File: src/rtl/ahb_multi_arbiter.sv
// N-master simple-bus arbiter feeding one AHB adapter port; registered one-hot grant.
// Fixed priority by default; define ARB_ROUND_ROBIN_EN for round-robin search.
module ahb_multi_arbiter #(
   parameter int NUM_MASTERS = 2,
   parameter int ADDR_W      = 32,
   parameter int DATA_W      = 32
) (
   input  logic                              clk,
   input  logic                              rst_n,
   input  logic [NUM_MASTERS*DATA_W/8-1:0]   m_dataenable,
   input  logic [NUM_MASTERS-1:0]            m_rd,
   input  logic [NUM_MASTERS-1:0]            m_wr,
   input  logic [NUM_MASTERS*ADDR_W-1:0]     m_address,
   input  logic [NUM_MASTERS*DATA_W-1:0]     m_wrdata,
   output logic [NUM_MASTERS*DATA_W-1:0]     m_rddata,
   output logic [NUM_MASTERS-1:0]            m_stall,
   output logic [NUM_MASTERS-1:0]            grant,
   output logic [DATA_W/8-1:0]               down_dataenable,
   output logic                              down_rd,
   output logic                              down_wr,
   output logic [ADDR_W-1:0]                 down_address,
   output logic [DATA_W-1:0]                 down_wrdata,
   input  logic [DATA_W-1:0]                 down_rddata,
   input  logic                              down_stall
);

   localparam int BE_W = DATA_W / 8;

   logic [NUM_MASTERS-1:0] req;
   logic [NUM_MASTERS-1:0] cand;
   logic [NUM_MASTERS-1:0] grant_q;
   logic [NUM_MASTERS-1:0] grant_d;
   logic                   busy;
   logic                   rearb;

   assign req   = m_rd | m_wr;
   assign busy  = |grant_q;
   assign rearb = !busy || !down_stall;
   assign grant = grant_q;

`ifdef ARB_ROUND_ROBIN_EN
   logic [NUM_MASTERS-1:0] last_q;
   logic [NUM_MASTERS-1:0] last_d;

   // Search starts one past the last granted index and wraps.
   function automatic logic [NUM_MASTERS-1:0] pick(
      input logic [NUM_MASTERS-1:0] c,
      input logic [NUM_MASTERS-1:0] last
   );
      logic [NUM_MASTERS-1:0] r;
      logic                   found;
      int                     base;
      r     = '0;
      found = 1'b0;
      base  = 0;
      for (int i = 0; i < NUM_MASTERS; i++)
         if (last[i]) base = i;
      for (int off = 1; off <= NUM_MASTERS; off++)
         for (int j = 0; j < NUM_MASTERS; j++)
            if (!found && c[j] && (j == (base + off) % NUM_MASTERS)) begin
               r[j]  = 1'b1;
               found = 1'b1;
            end
      return r;
   endfunction

   always_ff @(posedge clk or negedge rst_n) begin
      if (!rst_n) begin
         last_q <= '0;
         last_q[NUM_MASTERS-1] <= 1'b1;
      end else begin
         last_q <= last_d;
      end
   end
`else
   function automatic logic [NUM_MASTERS-1:0] pick(
      input logic [NUM_MASTERS-1:0] c
   );
      logic [NUM_MASTERS-1:0] r;
      r = '0;
      for (int i = NUM_MASTERS - 1; i >= 0; i--)
         if (c[i]) begin
            r    = '0;
            r[i] = 1'b1;
         end
      return r;
   endfunction
`endif

   always_ff @(posedge clk or negedge rst_n) begin
      if (!rst_n) grant_q <= '0;
      else        grant_q <= grant_d;
   end

   // The finishing owner's request belongs to the completing transfer.
   always_comb begin
      cand    = '0;
      grant_d = grant_q;
      if (!busy)            cand = req;
      else if (!down_stall) cand = req & ~grant_q;
`ifdef ARB_ROUND_ROBIN_EN
      last_d = last_q;
      if (rearb) grant_d = pick(cand, last_q);
      if (rearb && |grant_d) last_d = grant_d;
`else
      if (rearb) grant_d = pick(cand);
`endif
   end

   always_comb begin
      down_dataenable = '0;
      down_address    = '0;
      down_wrdata     = '0;
      down_rd         = |(grant_q & m_rd);
      down_wr         = |(grant_q & m_wr);
      m_rddata        = '0;
      m_stall         = '0;
      for (int i = 0; i < NUM_MASTERS; i++) begin
         if (grant_q[i]) begin
            down_dataenable |= m_dataenable[i*BE_W +: BE_W];
            down_address    |= m_address[i*ADDR_W +: ADDR_W];
            down_wrdata     |= m_wrdata[i*DATA_W +: DATA_W];
            m_rddata[i*DATA_W +: DATA_W] = down_rddata;
            m_stall[i] = down_stall;
         end else begin
            m_stall[i] = req[i];
         end
      end
   end

endmodule

File: config.mk
export PLATFORM = sky130hd
export DESIGN_NAME = ahb_multi_arbiter
export DESIGN_NICKNAME = d
export VERILOG_FILES = /design/src/rtl/ahb_multi_arbiter.sv
export SDC_FILE = /design/constraint.sdc
export NUM_CORES = 1
export LEC_CHECK = 0
export ABC_AREA = 0
export BUFFER_PORTS_ARGS = -buffer_cell sky130_fd_sc_hd__buf_2
export CORE_AREA = 2 2 121 123
export DETAILED_ROUTE_END_ITERATION = 7
export DIE_AREA = 0 0 123 125
export PLACE_DENSITY = 0.46
export RECOVER_POWER = 50
export REMOVE_ABC_BUFFERS = 1
export SLEW_MARGIN = 20
export SYNTH_ARGS = -nofsm -noshare
export SYNTH_HDL_FRONTEND = slang
export SYNTH_SLANG_ARGS = --single-unit
File: constraint.sdc
create_clock -name clk -period 1.14 [get_ports clk]
set_input_delay 0.228 -clock clk [delete_from_list [all_inputs] [get_ports clk]]
set_output_delay 0.228 -clock clk [all_outputs]
set_load 0.05 [all_outputs]
======== Word level (Yosys, flattened, before mapping) ========
Index checks and enable logic that the tools add are counted.
storage, ports and cells
  bits in registers ....................... 2
  latch bits .............................. 0
  bits in writable memories ............... 0
  ROM bits ................................ 0
  bits of input ports ..................... 175
  output and inout bits ................... 138
  word-level logic and storage cells ...... 29
  memories kept ........................... 0
operators by class
  add/subtract/negate cells ............... 0
  multipliers ............................. 0
  divide/modulo/power cells ............... 0
  $lt $le $gt $ge ......................... 0
  equality and inequality tests ........... 0
  shift operators ......................... 0
  multiplexer cells ....................... 14
  bitwise logic cells ..................... 8
  reduce and logical (&&, ||, !) cells .... 6
operators with widths
  operator          count
  $mux 32           6
  $or 32x32->32     2
  $mux 2            4
  $mux 4            2
  $and 2x2->2       3
  $reduce_or 2->1   3
  $or 4x4->4        1
  $logic_not 1->1   2
  $mux 1            2
  $not 2->2         1
  $or 2x2->2        1
  $logic_or 1x1->1  1

======== Logic depth before layout (Yosys ltp) ========
  depth after elaboration ................. 6
  depth in mapped cells ................... 3
  depth with buffers taken out ............ 3

======== Worst setup path before layout ========
No wires, ideal clock.
  path type ............................... register to register
  start ................................... register grant_q[1], in the netlist grant[1]
  end ..................................... register grant_q[1], in the netlist grant[1]
  setup time .............................. 0.080 ns
  arrival time ............................ 2.067 ns
  data required time ...................... 1.060 ns
  slack ................................... -1.007 ns
  stages on the path, launching flop included .. 3
  buffers on the path ..................... 0
  clock period less this slack ............ 2.147 ns
  path through ............................ dfrtp_1 > o21ai_0 > a21boi_1
between the ends
  cells in the longest elaborated chain, start to end .. 6
  elaborated cells between the ends (all ways) .. 9
  those cells by class .................... 4 x mux; 2 x bitwise; 3 x reduce/logical
RTL lines
  item                    line  source
  from (decl)             31    logic [NUM_MASTERS-1:0] grant_q;
  from (signal assigned)  92    else grant_q <= grant_d;
  $not 2->2               100   else if (!down_stall) cand = req & ~grant_q;
  $and 2x2->2             100
  $mux 2                  100
  $mux 2                  99    if (!busy) cand = req;
  $mux 2 (2 in series)    82    if (c[i]) begin
Several ways; a longest one is shown, not always the timed one.
A chain may end at the register's enable or synchronous reset.

======== Worst setup path in the final report ========
  start ................................... register grant_q[0], in the netlist grant[0]
  end ..................................... output down_wrdata[25]
between the ends
  cells in the longest elaborated chain, start to end .. 3
RTL lines
  item           line  source
  $mux 32 (*)    119   if (grant_q[i]) begin
  $or 32x32->32  122   down_wrdata |= m_wrdata[i*DATA_W +: DATA_W];
  $mux 32 (*)    119
  to (decl)      22    output logic [DATA_W-1:0] down_wrdata,
Every way passes the cells marked *; elsewhere a longest branch is shown, timed or not.

==> qor.yml <==
status: "complete, but fails checks"
violations: "setup timing"
cp_slowest_cell: "dfrtp_2"
p_leak_nw: 2.15
drt_wl_total_um: 8530
clk_latency_ps: 220
maxSlewHeadroom_pct: 83.6
tritoncts: "yes"
initial_core_util_pct: 8.98
grt_util_all_layers_pct: 9.04
finalHoldViolCount: 0
multi_input_area_um2: 1100
wl_per_cell_um: 13.0
power.share.combinational_pct: 94.3
crit_required_ps: 910
fmax_mhz: 647
cts.sinks: 2
die_y_um: 125
ioPinCount: 313
grt_pass1_vias: 2411
vias: 2537
rsz0062_at_grt: "yes"
setup_viol: 140
timing.setup.tns_ps: -47450
vias_per_cell: 3.87
fillCellCount: 1512
drt-initial-drc-count: 46
crit_buf_inv: 2
die_w_um: 123
cp_num_cells: 3
grt_overflow: 0
holdCritPathClass: "in2async"
root_buffer: "clkbuf_16"
antennaDiodeCount: 0
ant_nets: 0
fin_util_pct: 28.5
p_clk_share_pct: 4.3
most-common-layout-cells: "buf_2 (174), buf_6 (122), a22o_1 (70)"
cp_cell_sequence: "buf_12 -> a22o_1 -> buf_6"
clkTransAtPathRegs_ps: 30
slew_viol_final: 0
largest_register_ffs: 2
powerDensity_nw_per_um2: 2970
fin_ws_ps: -406
regArea_um2: 52.6
p_total_w: 0.0120
ys_seq_area_share_pct: 3.93
grt_max_degree: 55
syn_to_final_growth_pct: 218
cts_buffers: 3
start_kind: "register"
antenna_found_initial: 0
ys_seq_elements: 2
irDropWorstVdd_uv: 904
critPathMaxFanout: 51
synth.distinct_cells: 15
p_int_w: 0.00471
finalClockSkew_ps: 1.38
worstPathArrival_ps: 1320
row_count: 44
mostFrequentLayoutCell: "buf_2"
critical-path-max-stage-delay_ps: 450
dp.cells: 650
crit_type: "reg2out"
htree_levels: 1
worst_slew_pin_slew_ps: 247
netlist_instances: 167
cpLargestDelayFamily: "flip-flops"
seqPwrFrac_pct: 1.4
final_layout_size_suffix_gt1_share_pct: 71.8
coreArea_um2: 14200
synth_warnings: 0
final_nets: 649
cts_buffer_depth: 2
critPathCaptureType: "output pin"
place.port_buffers: 312
swShare_pct: 60.9
fin_cells: 656
fin_crit_ps: 1550
maxCapViolCount: 0
period_share_pct: 136
syn-mean-instance-area_um2: 7.63
switching_power_w: 0.00732
place.gp.congestion: 0.738
grt_pass1_wl_um: 11300
dr.pass1.iters: 4
synth_area_um2: 1270
drc: 0
r2r_cells: 5
dpl.hpwl_um: 6450
dieArea_um2: 15400
## power by group through the flow
stage	Combinational, W	Sequential (W)	Clock, W
after global routing	0.0118	0.000178	0.000536
final	0.0113	0.000172	0.000518
after detailed placement	0.00910	0.000169	0
after CTS	0.0109	0.000170	0.000527
after floorplan	0.00502	0.000547	0
after global placement	0.00914	0.000171	0
## kinds of logic after synthesis
| logic type | share of synthesized area, % |
|---|---|
| AOI/OAI and AO/OA | 50.3 |
| and+or+nand+nor | 32.4 |
| buffers and inverters | 13.3 |
| DFF | 3.93 |
## per-stage QoR
stage / hold WS (ps) / setup WS [ps] / area [um2]
after floorplan: -67.6 / -2530 / 1110
after global placement: 14.4 / -236 / 3040
after detailed placement: 14.5 / -224 / 3040
after CTS: 355 / -397 / 3860
after global routing: 360 / -448 / 4050
final: 344 / -406 / 4050
## final timing paths
check / from / to / slack (ps)
worst max register to register: grant[0] / grant[0] / -100
max in group asynchronous: rst_n / grant[1] / 660
min in group clk: down_stall / grant[1] / 430
worst min-delay path: rst_n / grant[0] / 340
worst max-delay path: grant[0] / down_wrdata[25] / -410
worst min register to register: grant[0] / grant[0] / 790
## synth_stat cells
master	number	area [um2]
a21oi_2	1	8.76
inv_1	2	7.51
and2_1	64	400
buf_6	6	67.6
a21boi_1	1	7.51
o21ai_0	1	5.00
clkbuf_1	6	22.5
o21a_1	1	7.51
buf_4	9	67.6
buf_2	1	5.00
a22o_1	70	613
nand2_1	1	3.75
nor3_1	1	5.00
dfrtp_1	2	50.1
nor2_1	1	3.75
## worst reg2reg max path: stages (launching register included)
cell	delay, ps
dfrtp_2	450
buf_6	160
nor3_4	200
a21oi_2	60
buf_4	140
o21a_1	110
## timing repair
item,in CTS,in global routing
resized for setup,240,51
pin swaps,0,8
hold buffers,1,0
endpoints found under the hold margin,2,0
endpoints found under the setup margin,140,140
setup buffers,1,1
## routing by layer
metal / global-route usage [%] / routed length, um
met1: 9.29 / 2970
met2: 18.7 / 4670
met3: 1.46 / 802
met4: 1.60 / 82
met5: 0 / 0
## cell type report
cell class	count	area share, %
repair buffers	324	63.7
well taps	184	5.68
inverters	2	0.185
multi-input cells	141	27.3
clock buffers	3	1.85
flip-flops and latches	2	1.30
(Power assumes the default switching activity.)
